File: src/rtl/calc2_req_issuer.sv
// Per-port command issuer for one calc2 DUT port: allocates a tag per command,
// drives the two-beat request, tracks outstanding tags and emits completions.
module calc2_req_issuer #(
  parameter int DATA_W          = 32,
  parameter int TAG_W           = 2,
  parameter int MAX_OUTSTANDING = 4
) (
  input  logic                      c_clk,
  input  logic                      reset,
  input  logic                      in_valid,
  output logic                      in_ready,
  input  logic [3:0]                in_cmd,
  input  logic [DATA_W-1:0]         in_op1,
  input  logic [DATA_W-1:0]         in_op2,
  output logic [3:0]                req_out,
  output logic [DATA_W-1:0]         data_out,
  output logic [TAG_W-1:0]          tag_out,
  input  logic [1:0]                res_in,
  input  logic [DATA_W-1:0]         out_data_in,
  input  logic [TAG_W-1:0]          out_tag_in,
  output logic                      cmpl_valid,
  output logic [TAG_W-1:0]          cmpl_tag,
  output logic [3:0]                cmpl_cmd,
  output logic [1:0]                cmpl_resp,
  output logic [DATA_W-1:0]         cmpl_data,
  output logic [(1<<TAG_W)-1:0]     busy_tags,
  output logic                      stray_resp
);
  localparam int NUM_TAGS = 1 << TAG_W;

  typedef enum logic {IDLE = 1'b0, OP2 = 1'b1} state_e;

  state_e                       state_q;
  logic [NUM_TAGS-1:0]          busy_q, busy_d;
  logic [NUM_TAGS-1:0][3:0]     tag_cmd_q;
  logic [DATA_W-1:0]            op2_q;
  logic [3:0]                   req_q;
  logic [DATA_W-1:0]            data_q;
  logic [TAG_W-1:0]             tag_q;
  logic                         cmpl_valid_q, stray_q;
  logic [TAG_W-1:0]             cmpl_tag_q;
  logic [3:0]                   cmpl_cmd_q;
  logic [1:0]                   cmpl_resp_q;
  logic [DATA_W-1:0]            cmpl_data_q;

  logic [TAG_W:0]               n_busy;
  logic                         free_avail;
  logic [TAG_W-1:0]             alloc_tag;
  logic                         accept, issue, resp_hit, resp_stray;

  always_comb begin
    n_busy     = '0;
    free_avail = 1'b0;
    alloc_tag  = '0;
    for (int i = 0; i < NUM_TAGS; i++)
      n_busy = n_busy + (TAG_W+1)'(busy_q[i]);
    // Scan downward so the last hit is the lowest-index free tag.
    for (int i = NUM_TAGS-1; i >= 0; i--) begin
      if (!busy_q[i]) begin
        free_avail = 1'b1;
        alloc_tag  = TAG_W'(i);
      end
    end
    in_ready   = (state_q == IDLE) && (n_busy < (TAG_W+1)'(MAX_OUTSTANDING)) && free_avail;
    accept     = in_valid && in_ready;
    issue      = accept && (in_cmd != 4'd0);
    resp_hit   = (res_in != 2'd0) && busy_q[out_tag_in];
    resp_stray = (res_in != 2'd0) && !busy_q[out_tag_in];
    // Allocation looks at busy_q, so a tag retired this edge is reusable next cycle.
    busy_d = busy_q;
    if (issue)    busy_d[alloc_tag]  = 1'b1;
    if (resp_hit) busy_d[out_tag_in] = 1'b0;
  end

  always_ff @(posedge c_clk) begin
    if (reset) begin
      state_q      <= IDLE;
      busy_q       <= '0;
      tag_cmd_q    <= '0;
      op2_q        <= '0;
      req_q        <= '0;
      data_q       <= '0;
      tag_q        <= '0;
      cmpl_valid_q <= 1'b0;
      cmpl_tag_q   <= '0;
      cmpl_cmd_q   <= '0;
      cmpl_resp_q  <= '0;
      cmpl_data_q  <= '0;
      stray_q      <= 1'b0;
    end else begin
      busy_q       <= busy_d;
      cmpl_valid_q <= resp_hit;
      cmpl_tag_q   <= resp_hit ? out_tag_in : '0;
      cmpl_cmd_q   <= resp_hit ? tag_cmd_q[out_tag_in] : 4'd0;
      cmpl_resp_q  <= resp_hit ? res_in : 2'd0;
      cmpl_data_q  <= resp_hit ? out_data_in : '0;
      stray_q      <= resp_stray;
      if (issue) tag_cmd_q[alloc_tag] <= in_cmd;
      case (state_q)
        IDLE: begin
          if (issue) begin
            state_q <= OP2;
            req_q   <= in_cmd;
            data_q  <= in_op1;
            tag_q   <= alloc_tag;
            op2_q   <= in_op2;
          end else begin
            req_q  <= '0;
            data_q <= '0;
            tag_q  <= '0;
          end
        end
        OP2: begin
          state_q <= IDLE;
          req_q   <= '0;
          data_q  <= op2_q;
          tag_q   <= '0;
        end
        default: state_q <= IDLE;
      endcase
    end
  end

  assign req_out    = req_q;
  assign data_out   = data_q;
  assign tag_out    = tag_q;
  assign cmpl_valid = cmpl_valid_q;
  assign cmpl_tag   = cmpl_tag_q;
  assign cmpl_cmd   = cmpl_cmd_q;
  assign cmpl_resp  = cmpl_resp_q;
  assign cmpl_data  = cmpl_data_q;
  assign busy_tags  = busy_q;
  assign stray_resp = stray_q;

endmodule
File: config.mk
export PLATFORM = sky130hd
export DESIGN_NAME = calc2_req_issuer
export DESIGN_NICKNAME = d
export VERILOG_FILES = /design/src/rtl/calc2_req_issuer.sv
export SDC_FILE = /design/constraint.sdc
export NUM_CORES = 1
export LEC_CHECK = 0
export CORE_MARGIN = 4
export CORE_UTILIZATION = 38
export CTS_CLUSTER_DIAMETER = 30
export DETAILED_ROUTE_END_ITERATION = 16
export PLACE_DENSITY = 0.76
export REMOVE_ABC_BUFFERS = 1
export SYNTH_ARGS = -nofsm -noshare
export SYNTH_HDL_FRONTEND = slang
export SYNTH_SLANG_ARGS = --single-unit
File: constraint.sdc
create_clock -name c_clk -period 2.15 [get_ports c_clk]
set_clock_uncertainty 0.05 [all_clocks]
set_input_delay 0.645 -clock c_clk [delete_from_list [all_inputs] [get_ports c_clk]]
set_output_delay 0.645 -clock c_clk [all_outputs]
set_load 0.005 [all_outputs]
# Word-level counts from Yosys, hierarchy flattened
# Index checks and enable logic that the tools add are counted.
# classes
addsub	3
n_lt_le_gt_ge	5
muxes	29
n_bitwise	5
n_reduce_logical	13
# ops
op	count
case mux 32 bit (2 select lines)	1
2-to-1 mux 32 bit	1
2-to-1 mux 4 bit	5
bitwise mux 16 bit	1
2-to-1 mux 2 bit	5
binary-select mux 4 bit (select 2 bit)	1
demux 4 bit (select 2 bit)	1
logical AND 1 bit	8
2-to-1 mux 1 bit	8
case mux 4 bit (2 select lines)	1
less-than comparator 2 x 3 -> 1 bit, second input constant	2
bitwise AND 4 bit	1
demux 1 bit (select 2 bit)	2
greater-or-equal comparator 2 x 1 -> 1 bit, second input constant	2
NOT 4 bit	1
OR 4 bit	1
case mux 2 bit (2 select lines)	1
nonzero test 4 bit	1
adder 2 x 1 -> 3 bit	1
adder 3 x 1 -> 3 bit	1
less-than comparator 3 bit, second input constant	1
adder 1 x 1 -> 2 bit	1
binary-select mux 1 bit (select 2 bit)	1
NOT 1 bit	2
5 further kinds	5
# totals
regBits	133
input_bits	107
output_inout_bits	85
elab_cells	71

# Logic depth before layout (Yosys ltp)
# logic_depth
depth_word	12
ltp_mapped	7
ltp_nobuf	5

# Worst setup path after synthesis
# No wires, ideal clock.
# synth_timing
path_type	register to register
startpoint	register busy_q[1] (netlist: busy_tags[1])
endpoint	register busy_q[1] (netlist: busy_tags[1])
setup_ps	103
t_arrival_ps	2047
required_ps	1997
slack_ps	-51
stages_incl_launch_ff	7
n_path_buf	1
period_less_slack_ps	2201
path_cell_list	dfxtp_1 fa_1 a32o_1 a211oi_2 buf_4 nor2_1 a2111oi_2
# synth_via
elab_chain_cells	11
elab_cells_between_ends	24
cone_classes	add/sub (3); order compare (3); mux (10); bitwise (2); reduce/logical (6)
# synth_rtl
element	line	rtl
from (decl)	34	logic [NUM_TAGS-1:0] busy_q, busy_d;
from (signal assigned)	91	busy_q <= busy_d;
adder 1 x 1 -> 2 bit	56	n_busy = n_busy + (TAG_W+1)'(busy_q[i]);
adder 2 x 1 -> 3 bit	56	
adder 3 x 1 -> 3 bit	56	
less-than comparator 3 bit	64	in_ready = (state_q == IDLE) && (n_busy < (TAG_W+1)'(MAX_OUTSTANDING)) && free_avail;
logical AND 1 bit (2 in series)	64	
logical AND 1 bit	65	accept = in_valid && in_ready;
logical AND 1 bit	66	issue = accept && (in_cmd != 4'd0);
2-to-1 mux 4 bit	71	if (issue) busy_d[alloc_tag] = 1'b1;
bitwise AND 4 bit (no line)	n/a	
2-to-1 mux 4 bit *	72	if (resp_hit) busy_d[out_tag_in] = 1'b0;
# Mark *: on every way between the ends. The rest lies on a longest branch, timed or not. The select of a mux whose other input is x is not followed.
# A chain may end at the register's enable or synchronous reset.

# Final worst setup path
# layout_timing
startpoint	register busy_q[1] (netlist: busy_tags[1])
endpoint	output in_ready
# layout_via
elab_chain_cells	6
elab_cells_between_ends	8
cone_classes	add/sub (3); order compare (1); mux (2); reduce/logical (2)
# layout_rtl
element	line	rtl
adder 1 x 1 -> 2 bit	56	
adder 2 x 1 -> 3 bit	56	
adder 3 x 1 -> 3 bit	56	
less-than comparator 3 bit	64	
logical AND 1 bit	64	
logical AND 1 bit *	64	
to (decl)	11	output logic in_ready,
# Mark *: on every way between the ends. The rest lies on a longest branch, timed or not.

==> results.json <==
{
  "fin_area_um2": 8410,
  "worst_slew_pin_slew_ns": 0.705,
  "max_slew_margin_pct": 52.8,
  "fin_nets": 805,
  "grt_usage_pct": 20.3,
  "syn-cell-area_um2": 4570,
  "grt_pass1_wl_um": 22200,
  "antenna_cells": 0,
  "ioPinCount": 192,
  "postRouteAntennaNets": 0,
  "cts_max_path_buffers": 2,
  "hpwlAfterDp_um": 9030,
  "utilization_pct": 72.4,
  "fin_crit_sh_pct": 115,
  "internal_power_uw": 5080,
  "post-route-min-period_ns": 2.48,
  "cts_made_buffers": 17,
  "yosysMostFrequentCell": "dfxtp_1",
  "synth_ff_type": "dfxtp_1",
  "drt_wl_total_um": 15200,
  "yosysSeqAreaShare_pct": 58.3,
  "p_sw_share_pct": 22.5,
  "multi_input_area_um2": 2180,
  "filler_cell_count": 800,
  "synth-seq-cells": 133,
  "async_flop_share_pct": 0,
  "crit_fanout": 2,
  "avgRoutedWirePerCell_um": 17.8,
  "fmax_mhz": 403,
  "yosys-top-cells-count": "133 x dfxtp_1, 69 x nand2_1, 46 x nor2_1",
  "root_buffer": "clkbuf_16",
  "slew_violations": 0,
  "die_h_um": 118,
  "avgViaCountPerCell": 5.01,
  "hold_class": "flop to flop",
  "cap_violations": 0,
  "synth_simple_gate_area_share_pct": 19.9,
  "synthAdderAreaFrac_pct": 0.712,
  "drc": 0,
  "ys_types": 36,
  "yosys.area.top_type": "dfxtp_1",
  "synth_top_family_by_area": "simple AND/OR/NAND/NOR gates",
  "die_w_um": 118,
  "synth_compound_area_share_pct": 12.2,
  "finalSetupViolations": 85,
  "grt_max_degree": 56,
  "clkPwrFrac_pct": 45.3,
  "grt_pass1_vias": 4177,
  "synth_cells": 452,
  "synth_mux_area_share_pct": 5.09,
  "failed_checks": "setup timing",
  "critical_path_required_ns": 1.45,
  "power.total_uw": 6550,
  "coreArea_um2": 11600,
  "endpoint_kind": "output port",
  "drtPass1Iterations": 4,
  "synth_top_area_share_pct": 58.3,
  "drive_above_1_share_pct": 31.1,
  "cts_sinks": 133,
  "hold_violations": 0,
  "clk_latency_ns": 0.42,
  "fin_ws_ns": -0.330,
  "tritoncts": "built",
  "die_area_um2": 13800,
  "netSwitchingPower_uw": 1470,
  "numPortBuffers": 191,
  "combPwrFrac_pct": 14.8,
  "start_kind": "flop",
  "sequentialPowerShare_pct": 39.9,
  "crit_type": "flop to output port",
  "yosys-top-cells-area": "dfxtp_1 58%, nand2_1 5.7%, a22oi_1 5.3%",
  "drt_iter0_drc": 265,
  "grt_setup_unrepaired": "yes",
  "yosys.area_share.xor_xnor_pct": 0,
  "area_growth_pct": 84.1,
  "run_status": "complete, but fails checks",
  "seqCellArea_um2": 2670,
  "ir_drop_uv": 526,
  "hold_ws_ns": 0.409,
  "yosys_warnings": 0,
  "postSynthAreaPerCell_um2": 10.1,
  "fp-row-count": 39,
  "overflow": 0,
  "worst_ep_arrival_time_ns": 1.79,
  "gp_congestion": 0.876,
  "synth_edf_count": 0,
  "vias": 4267,
  "antenna_found_initial": 0,
  "p_leak_uw": 0.00327,
  "power_density_nw_per_um2": 779,
  "path_clk_slew_ns": 0.06,
  "htree_num_levels": 4,
  "postPlaceCellArea_um2": 6780,
  "initial_core_util_pct": 39.3
}
critical path: stages (launching register included):
cell,delay (ns)
dfxtp_2,0.33
fa_1,0.52
a32o_2,0.25
a21oi_2,0.13
buf_2,0.14
metrics by stage:
| step | setup WS (ns) | TNS [ns] | cells |
|---|---|---|---|
| detailed placement | -0.442 | -44.67 | 784 |
| finish | -0.330 | -13.31 | 851 |
| floorplan | -2.15 | -118.48 | 419 |
| CTS | -0.327 | -8.68 | 835 |
| global placement | -0.384 | -39.89 | 784 |
| global route | -0.383 | -18.40 | 851 |
repair_timing:
item,in CTS,in global routing
setup endpoints to repair,92,85
gates resized for setup,62,94
gates cloned,7,7
hold buffers,0,0
pin swaps,13,39
setup buffers,13,15
power groups by stage:
stage	Clock [uW]	Sequential [uW]	Combinational, uW
finish	2970	2610	969
detailed placement	0	2660	661
floorplan	0	2670	187
global placement	0	2650	650
global route	3120	2620	1020
CTS	3000	2610	825
state kept, by name (all words and copies together) (netlist names):
name,flops
cmpl_tag,2
state_q,1
cmpl_data,32
data_out,32
busy_tags,4
req_out,4
cmpl_cmd,4
tag_out,2
cmpl_resp,2
stray_resp,1
cmpl_valid,1
tag_cmd_q,16
op2_q,32
area by class of cell:
type,count,share of cell area [%]
repair buffers,257,33.0
inverters,2,0.0893
clock inverters,9,1.49
well taps,143,2.13
multi-input cells,285,25.9
flip-flops and latches,133,31.7
clock buffers,22,5.76
layer usage:
metal	GRT usage, %	wire [um]	up-vias	part of all wire (%)
met2	34.2	7700	199	51
met3	9.18	1230	19	8.1
met1	22.6	5980	2036	39
li1	-	-	2013	-
met4	7.25	248	0	1.6
met5	0	0	-	0
placed cells by master, fill, tap and decap left out, types with 5 or more instances in the layout:
| cell type | n |
|---|---|
| and2_4 | 11 |
| mux4_2 | 5 |
| nand2b_1 | 10 |
| a21oi_2 | 24 |
| dfxtp_1 | 129 |
| a22oi_1 | 10 |
| a21oi_1 | 16 |
| a22oi_2 | 22 |
| clkbuf_16 | 22 |
| clkdlybuf4s50_1 | 187 |
| nor2_1 | 45 |
| nand2_1 | 33 |
| nand2_4 | 8 |
| buf_6 | 17 |
| buf_4 | 28 |
| buf_12 | 12 |
| nand2_2 | 28 |
| mux2i_1 | 12 |
| and2_1 | 33 |
cell families after synthesis:
kind of cell / after synthesis
and+or+nand+nor: 181
DFF: 133
AOI/OAI and AO/OA: 84
buffers and inverters: 35
muxes: 17
adders and majority gates: 2
worst paths after layout:
path	from	end	slack, ns	cells past startpoint
setup / recovery	busy_tags[1]	in_ready	-0.33	4
hold / removal	op2_q[5]	op2_q[5]	0.41	2
setup reg to reg	busy_tags[1]	op2_q[15]	-0.24	10
hold reg to reg	op2_q[5]	op2_q[5]	0.41	2
(Power assumes the default switching activity.)
